## src/rtl/instruction_decode_types.sv

```systemverilog
// Shared decode types: load/store variants, memory-stage FSM encoding and
// size/alignment helpers used by the memory stage.
package instruction_decode_types;

    typedef enum logic [2:0] {
        LS_B  = 3'd0,
        LS_H  = 3'd1,
        LS_W  = 3'd2,
        LS_D  = 3'd3,
        LS_BU = 3'd4,
        LS_HU = 3'd5,
        LS_WU = 3'd6
    } load_store_variant_e;

    // Plain-vector state encoding keeps the FSM compatible with older flows
    typedef logic [1:0] mem_fsm_e;
    localparam mem_fsm_e ST_IDLE     = 2'd0;
    localparam mem_fsm_e ST_MEM_REQ  = 2'd1;
    localparam mem_fsm_e ST_MEM_WAIT = 2'd2;
    localparam mem_fsm_e ST_HOLD     = 2'd3;

    // Byte-enable pattern for an access at byte offset 0
    function automatic logic [7:0] size_mask(input load_store_variant_e variant);
        case (variant)
            LS_B, LS_BU: size_mask = 8'h01;
            LS_H, LS_HU: size_mask = 8'h03;
            LS_W, LS_WU: size_mask = 8'h0F;
            default:     size_mask = 8'hFF;
        endcase
    endfunction

    // Low address bits that must be zero for a naturally aligned access
    function automatic logic [2:0] align_mask(input load_store_variant_e variant);
        case (variant)
            LS_B, LS_BU: align_mask = 3'b000;
            LS_H, LS_HU: align_mask = 3'b001;
            LS_W, LS_WU: align_mask = 3'b011;
            default:     align_mask = 3'b111;
        endcase
    endfunction

endpackage

```

## src/rtl/load_align_extend.sv

```systemverilog
// Picks the addressed lane out of a returned doubleword and sign- or
// zero-extends it according to the load variant.
module load_align_extend
    import instruction_decode_types::*;
(
    input  logic [63:0]         rdata,
    input  logic [2:0]          offset,
    input  load_store_variant_e variant,
    output logic [63:0]         result
);

    logic [63:0] lane;

    assign lane = rdata >> {offset, 3'b000};

    // Extend the low bytes of the shifted lane to the full register width
    always_comb begin
        case (variant)
            LS_B:    result = {{56{lane[7]}},  lane[7:0]};
            LS_H:    result = {{48{lane[15]}}, lane[15:0]};
            LS_W:    result = {{32{lane[31]}}, lane[31:0]};
            LS_BU:   result = {56'd0, lane[7:0]};
            LS_HU:   result = {48'd0, lane[15:0]};
            LS_WU:   result = {32'd0, lane[31:0]};
            default: result = lane;
        endcase
    end

endmodule

```

## src/rtl/memory_access.sv

```systemverilog
// Memory stage: issues loads/stores on a req/gnt/rvalid doubleword port,
// aligns load data, and presents a registered writeback bundle. Upstream is
// stalled while an access is outstanding; a finished access that meets a
// downstream stall is parked in a one-entry hold buffer.
module memory_access
    import instruction_decode_types::*;
#(
    parameter int XLEN     = 64,
    parameter int MAX_WAIT = 15
) (
    input  logic                clk,
    input  logic                rst,
    input  logic                in_valid,
    input  logic [XLEN-1:0]     in_result,
    input  logic [XLEN-1:0]     in_store_data,
    input  logic [4:0]          in_rd,
    input  logic                in_write_to_rd,
    input  logic                in_is_mem,
    input  logic                in_is_write,
    input  load_store_variant_e in_ls_variant,
    input  logic                in_is_final,
    input  logic                stall_in,
    output logic                stall_out,
    output logic                dmem_req,
    output logic                dmem_we,
    output logic [XLEN-1:0]     dmem_addr,
    output logic [7:0]          dmem_be,
    output logic [XLEN-1:0]     dmem_wdata,
    input  logic                dmem_gnt,
    input  logic                dmem_rvalid,
    input  logic [XLEN-1:0]     dmem_rdata,
    output logic                wb_valid_q,
    output logic [4:0]          wb_rd_q,
    output logic [XLEN-1:0]     wb_data_q,
    output logic                wb_write_rd_q,
    output logic                wb_final_q,
    output logic                misaligned_q,
    output logic                dmem_timeout_q
);

    localparam int CNT_W = $clog2(MAX_WAIT + 1);

    function automatic logic [CNT_W-1:0] sat_inc(input logic [CNT_W-1:0] v);
        if (v == CNT_W'(MAX_WAIT)) sat_inc = v;
        else                       sat_inc = v + CNT_W'(1);
    endfunction

    mem_fsm_e            state_q, state_d;
    logic [CNT_W-1:0]    wait_cnt_q;

    // Access captured at request start; execute may move on afterwards
    logic [XLEN-1:3]     addr_hi_r;
    logic [2:0]          off_r;
    load_store_variant_e var_r;
    logic                we_r;
    logic [7:0]          be_r;
    logic [XLEN-1:0]     wdata_r;
    logic [4:0]          rd_r;
    logic                wr_rd_r;
    logic                final_r;

    logic                hold_valid_q;
    logic [4:0]          hold_rd_q;
    logic [XLEN-1:0]     hold_data_q;
    logic                hold_write_q;
    logic                hold_final_q;

    logic [2:0]          in_off;
    logic                in_mis;
    logic                start;
    logic [7:0]          in_be;
    logic [XLEN-1:0]     in_wdata;
    logic                idle_store_done;
    logic                acc_done;
    logic                busy;
    logic [XLEN-1:0]     load_data;

    logic                cmp_valid;
    logic [4:0]          cmp_rd;
    logic [XLEN-1:0]     cmp_data;
    logic                cmp_write;
    logic                cmp_final;
    logic                cmp_mis;

    assign in_off   = in_result[2:0];
    assign in_mis   = (in_off & align_mask(in_ls_variant)) != 3'b000;
    assign start    = rst && (state_q == ST_IDLE) && !stall_in && in_valid && in_is_mem && !in_mis;
    assign in_be    = size_mask(in_ls_variant) << in_off;
    assign in_wdata = in_store_data << {in_off, 3'b000};

    assign dmem_req   = start || (state_q == ST_MEM_REQ);
    assign dmem_we    = start ? in_is_write : we_r;
    assign dmem_addr  = start ? {in_result[XLEN-1:3], 3'b000} : {addr_hi_r, 3'b000};
    assign dmem_be    = start ? in_be : be_r;
    assign dmem_wdata = start ? in_wdata : wdata_r;

    assign idle_store_done = start && dmem_gnt && in_is_write;
    assign acc_done = ((state_q == ST_MEM_REQ) && dmem_gnt && (we_r || dmem_rvalid))
                   || ((state_q == ST_MEM_WAIT) && dmem_rvalid);
    assign busy = (start && !idle_store_done)
               || (((state_q == ST_MEM_REQ) || (state_q == ST_MEM_WAIT)) && !acc_done);
    assign stall_out = stall_in || busy;

    load_align_extend u_align (
        .rdata   (dmem_rdata),
        .offset  (off_r),
        .variant (var_r),
        .result  (load_data)
    );

    // Bundle of whatever instruction finishes this cycle (outside HOLD)
    always_comb begin
        cmp_valid = 1'b0;
        cmp_rd    = in_rd;
        cmp_data  = in_result;
        cmp_write = 1'b0;
        cmp_final = in_is_final;
        cmp_mis   = 1'b0;
        if (acc_done) begin
            cmp_valid = 1'b1;
            cmp_rd    = rd_r;
            cmp_data  = load_data;
            cmp_write = wr_rd_r && !we_r;
            cmp_final = final_r;
        end else if (state_q == ST_IDLE) begin
            cmp_valid = in_valid && (!in_is_mem || in_mis || idle_store_done);
            cmp_write = in_write_to_rd && !(in_is_mem && (in_is_write || in_mis));
            cmp_mis   = in_valid && in_is_mem && in_mis;
        end
    end

    // Next-state selection for the access sequencer
    always_comb begin
        state_d = state_q;
        case (state_q)
            ST_IDLE: begin
                if (start) begin
                    if (dmem_gnt) state_d = in_is_write ? ST_IDLE : ST_MEM_WAIT;
                    else          state_d = ST_MEM_REQ;
                end
            end
            ST_MEM_REQ: begin
                if (acc_done)      state_d = stall_in ? ST_HOLD : ST_IDLE;
                else if (dmem_gnt) state_d = ST_MEM_WAIT;
            end
            ST_MEM_WAIT: begin
                if (acc_done) state_d = stall_in ? ST_HOLD : ST_IDLE;
            end
            ST_HOLD: begin
                if (!stall_in) state_d = ST_IDLE;
            end
            default: state_d = ST_IDLE;
        endcase
    end

    // State register
    always_ff @(posedge clk) begin
        if (!rst) state_q <= ST_IDLE;
        else      state_q <= state_d;
    end

    // Wait-cycle counter and one-shot timeout pulse
    always_ff @(posedge clk) begin
        if (!rst) begin
            wait_cnt_q     <= '0;
            dmem_timeout_q <= 1'b0;
        end else begin
            dmem_timeout_q <= 1'b0;
            if (start) begin
                wait_cnt_q <= '0;
            end else if (state_q == ST_MEM_WAIT) begin
                wait_cnt_q     <= sat_inc(wait_cnt_q);
                dmem_timeout_q <= (wait_cnt_q == CNT_W'(MAX_WAIT - 1));
            end
        end
    end

    // Capture the request and its writeback fields when the access starts
    always_ff @(posedge clk) begin
        if (start) begin
            addr_hi_r <= in_result[XLEN-1:3];
            off_r     <= in_off;
            var_r     <= in_ls_variant;
            we_r      <= in_is_write;
            be_r      <= in_be;
            wdata_r   <= in_wdata;
            rd_r      <= in_rd;
            wr_rd_r   <= in_write_to_rd;
            final_r   <= in_is_final;
        end
    end

    // Park a finished access while writeback is stalled
    always_ff @(posedge clk) begin
        if (!rst) begin
            hold_valid_q <= 1'b0;
        end else if (acc_done && stall_in) begin
            hold_valid_q <= 1'b1;
            hold_rd_q    <= cmp_rd;
            hold_data_q  <= cmp_data;
            hold_write_q <= cmp_write;
            hold_final_q <= cmp_final;
        end else if ((state_q == ST_HOLD) && !stall_in) begin
            hold_valid_q <= 1'b0;
        end
    end

    // Writeback bundle: frozen under stall, else loaded from hold or this cycle
    always_ff @(posedge clk) begin
        if (!rst) begin
            wb_valid_q    <= 1'b0;
            wb_rd_q       <= '0;
            wb_data_q     <= '0;
            wb_write_rd_q <= 1'b0;
            wb_final_q    <= 1'b0;
            misaligned_q  <= 1'b0;
        end else if (!stall_in) begin
            if (state_q == ST_HOLD) begin
                wb_valid_q    <= hold_valid_q;
                wb_rd_q       <= hold_rd_q;
                wb_data_q     <= hold_data_q;
                wb_write_rd_q <= hold_write_q;
                wb_final_q    <= hold_final_q;
                misaligned_q  <= 1'b0;
            end else begin
                wb_valid_q    <= cmp_valid;
                wb_rd_q       <= cmp_rd;
                wb_data_q     <= cmp_data;
                wb_write_rd_q <= cmp_write;
                wb_final_q    <= cmp_final;
                misaligned_q  <= cmp_mis;
            end
        end
    end

endmodule

```

## config.mk

```make
export PLATFORM = sky130hd
export DESIGN_NAME = memory_access
export DESIGN_NICKNAME = d
export VERILOG_FILES = /design/src/rtl/instruction_decode_types.sv /design/src/rtl/load_align_extend.sv /design/src/rtl/memory_access.sv
export SDC_FILE = /design/constraint.sdc
export NUM_CORES = 1
export LEC_CHECK = 0
export ABC_AREA = 1
export BUFFER_PORTS_ARGS = -buffer_cell sky130_fd_sc_hd__buf_4
export CAP_MARGIN = 20
export CELL_PAD_IN_SITES_DETAIL_PLACEMENT = 0
export CELL_PAD_IN_SITES_GLOBAL_PLACEMENT = 1
export CORE_ASPECT_RATIO = 1.2
export CORE_MARGIN = 2
export CORE_UTILIZATION = 35
export CTS_BUF_LIST = sky130_fd_sc_hd__clkbuf_8
export CTS_CLUSTER_SIZE = 24
export DETAILED_ROUTE_END_ITERATION = 7
export GPL_ROUTABILITY_DRIVEN = 0
export GPL_TIMING_DRIVEN = 0
export HOLD_SLACK_MARGIN = 0.06
export PLACE_DENSITY_LB_ADDON = 0.15
export SKIP_CTS_REPAIR_TIMING = 1
export SLEW_MARGIN = 25
export SYNTH_ARGS = -nofsm -noshare
export SYNTH_HDL_FRONTEND = slang
export SYNTH_HIERARCHICAL = 1
export SYNTH_SLANG_ARGS = --single-unit
```

## constraint.sdc

```tcl
create_clock -name clk -period 6 [get_ports clk]
set_input_delay 0.3 -clock clk [delete_from_list [all_inputs] [get_ports clk]]
set_output_delay 0.3 -clock clk [all_outputs]
set_load 0.05 [all_outputs]
```

==> summary.txt <==
Outcome
  – Outcome: complete, no violations

Global routing
  – Initial antenna violation count: 5
  – GR Util All Layers: 27.02%
  – GR Overflow Total: 0
  – Largest net degree at the start of global routing: 84
  – First-pass GRT wire length: 100400 um
  – Vias in the first global route: 17020

Critical path
  – Critical path type: in -> out
  – Worst Setup Start Kind: primary input
  – Critical Path RT: 5.70 ns
  – Crit path DAT: 3.75 ns
  – Max FO, Critical Path: 83
  – Nature of the critical path endpoint: primary output

Clocking
  – H-Tree Depth: 2
  – Worst-path clk slew: 0.06 ns
  – CTS Buf Count: 50
  – Clk_lat worst skew: 0.65 ns
  – CTS root buffer: clkbuf_8
  – CTS tree: yes
  – Max Buffers Root-to-Sink: 3
  – Clock Sink Count: 299

STA
  – Count of pins over their slew limit: 0
  – Final TNS setup: 0 ns
  – Crit path time final: 4.053 ns
  – FMAX: 0.2467 GHz
  – RSZ-0062 raised after global routing: no
  – Endpoints failing setup: 0
  – Fin crit share: 67.55%
  – Least-Margin Pin Slew: 0.9201 ns
  – Clk_skew: 0.04180 ns
  – Slew HR: 38.66%
  – Final hold violations: 0

Die
  – Die width: 202.6 um
  – Chip Height: 242.3 um
  – Core Box Area: 46920 um^2
  – Initial core utilization: 35.30%
  – Die Area: 49080 um^2
  – Placement Rows: 87
  – IO Pins: 423

Detailed routing
  – DR iter-0 viols: 1205
  – Final wirelength: 68290 um
  – Drt drc: 0
  – DRT antenna net count: 0
  – DR WL/cell: 19.34 um
  – Via density: 4.902
  – DRT Pass-1 Iters: 6
  – Vias after detailed routing: 17310

Synth
  – #FFs+latches synth: 299
  – Syn avg cell area: 7.194 um^2
  – Ys Warns: 6
  – Sequential area share after synthesis: 44.91%
  – Mapped Area: 16560 um^2
  – Ys flop type: dfxtp_1
  – Yosys cell types: 45
  – Post-synth ARST share: 0%
  – Post-synth EDFFs: 145
  – Synth Instances: 2302

Layout
  – Filler Cells Inserted: 4882
  – NumNets Final: 3082
  – Area grow syn2layout: 35.29%
  – Layout cell share with drive strength beyond 1: 21.78%
  – Core occupancy in the finished layout: 47.76%

Pwr
  – Tot Pwr: 7.173 mW
  – Leak pwr: 10.94 nW
  – Pwr dens: 320.2 nW/um^2
  – Largest vdd supply drop: 0.0003611 V

Min path
  – Worst min path class: in -> reg

Placed design
  – HPWL after DPL: 53960 um
  – IO Port Bufs: 417

Flow run
  – Max cap viols: 0
-- cells by family (layout without fill, tap and decap cells) --
logic type                 Yosys count  in the layout  share of synthesized area (%)
and+or+nand+nor                   1249           1249                          31.21
buffers and inverters              358            960                          10.14
muxes                               17             17                          1.027
adders and majority gates            7              7                         0.5288
AOI/OAI and AO/OA                  369            369                          12.06
DFF                                299            299                          44.91
other                                1              6                        0.02264
xor gates and xnor gates             2              2                         0.1058
-- layout make-up --
class / instances / area (um^2) / area share [%]
timing repair buffer: 509 / 4061 / 18.13
inverter: 197 / 744.5 / 3.323
clock inverter: 33 / 151.4 / 0.6757
antenna: 3 / 7.507 / 0.03351
multi-input combinational: 1647 / 7463 / 33.31
tap: 623 / 779.5 / 3.479
sequential: 299 / 7437 / 33.19
clock buffer: 60 / 825.8 / 3.686
buffer: 161 / 934.6 / 4.172
-- per-stage QoR --
stage | cells | setup slack [ns] | cell area (um^2) | hold slack [ns]
finish | 3532 | 1.947 | 22410 | 0.06882
global route | 3530 | 1.774 | 22400 | 0.08079
CTS | 3442 | 1.967 | 21530 | -0.2074
detailed placement | 3349 | 2.510 | 20550 | 0.4391
global placement | 3344 | 0.07546 | 20480 | 0.4372
floorplan | 2304 | 1.743 | 16570 | 0.3989
-- final timing paths --
check,to,depth (start not counted),slack [ns],from
max,dmem_wdata[32],14,1.95,in_result[0]
min,hold_write_q,4,0.07,in_is_mem
max reg2reg,wdata_r[32],11,3.15,state_q[0]
min reg2reg,wdata_r[54],2,0.45,wdata_r[54]
-- registers in the layout, indices dropped and copies added, names as in the netlist, 2 cells and up --
name and count:
wb_data_q 64, off_r 3, state_q 2, wait_cnt_q 4
addr_hi_r 61, hold_data_q 64, var_r 3, rd_r 5
wb_rd_q 5, hold_rd_q 5, wdata_r 64, be_r 8
-- cells in the mapped netlist (2+ instances only) --
| master | n | share of area, % |
|---|---|---|
| a21oi_1 | 36 | 1.1 |
| a22o_1 | 2 | 0.11 |
| a22oi_1 | 6 | 0.27 |
| a31oi_1 | 11 | 0.42 |
| buf_1 | 14 | 0.32 |
| buf_2 | 32 | 0.97 |
| buf_4 | 20 | 0.91 |
| buf_6 | 27 | 1.8 |
| clkbuf_1 | 66 | 1.5 |
| dfxtp_1 | 154 | 19 |
| edfxtp_1 | 145 | 26 |
| ha_1 | 7 | 0.53 |
| inv_1 | 184 | 4.2 |
| inv_2 | 11 | 0.25 |
| inv_4 | 2 | 0.076 |
| mux2i_1 | 17 | 1.0 |
| nand2_1 | 814 | 18 |
| nand2_2 | 8 | 0.30 |
| nand2_4 | 2 | 0.14 |
| nand3_1 | 177 | 5.3 |
| nand3_2 | 4 | 0.24 |
| nand4_1 | 24 | 0.91 |
| nand4_2 | 10 | 0.76 |
| nor2_1 | 190 | 4.3 |
| nor2_2 | 3 | 0.11 |
| nor3_1 | 3 | 0.091 |
| o211ai_1 | 19 | 0.86 |
| o21ai_0 | 177 | 5.3 |
| o21ai_1 | 100 | 3.0 |
| o21ai_2 | 11 | 0.58 |
| o21bai_1 | 2 | 0.091 |
| or2_1 | 2 | 0.076 |
| or2_2 | 9 | 0.34 |
| xor2_1 | 2 | 0.11 |
-- cell usage in the layout (no fill, tap or decap), types with 3 or more instances in the layout --
cell	netlist	final
nand2_1	814	814
buf_4	20	437
inv_1	184	207
nor2_1	190	190
o21ai_0	177	177
nand3_1	177	177
dfxtp_1	154	154
edfxtp_1	145	145
o21ai_1	100	100
dlygate4sd3_1	0	87
clkbuf_1	66	66
clkbuf_8	0	60
a21oi_1	36	36
buf_2	32	32
buf_6	27	31
nand4_1	24	24
o211ai_1	19	19
mux2i_1	17	17
buf_1	14	14
o21ai_2	11	11
inv_2	11	11
a31oi_1	11	11
nand4_2	10	10
or2_2	9	9
nand2_2	8	8
ha_1	7	7
a22oi_1	6	6
clkinv_1	0	4
nand3_2	4	4
diode_2	0	3
nor2_2	3	3
conb_1	1	3
clkinv_2	0	3
-- routing by layer --
metal | vias to the layer above | part of all wire [%] | wire (um) | GRT usage, %
met5 | - | 0.048 | 33 | 0
met4 | 6 | 5.3 | 3595 | 13.14
met3 | 186 | 5.9 | 4047 | 5.381
met2 | 653 | 50 | 34260 | 48.48
met1 | 7879 | 39 | 26360 | 30.40
li1 | 8590 | - | - | -
-- power breakdown --
part	internal [mW]	switching (mW)
sequential	2.46	0.0927
combinational	0.846	1.99
clock	0.911	0.873
total	4.22	2.95
-- critical path: stages --
cell and delay (ns):
dlygate4sd3_1 0.56, buf_4 0.15, buf_6 0.13, inv_2 0.11, nand2_2 0.09, a21oi_2 0.33, nand2_2 0.15, buf_6 0.21
inv_2 0.08, buf_6 0.15, buf_6 0.64, o21ai_1 0.38, nand2_1 0.23, buf_4 0.23
Note: power is estimated with default switching activity, not from simulation.
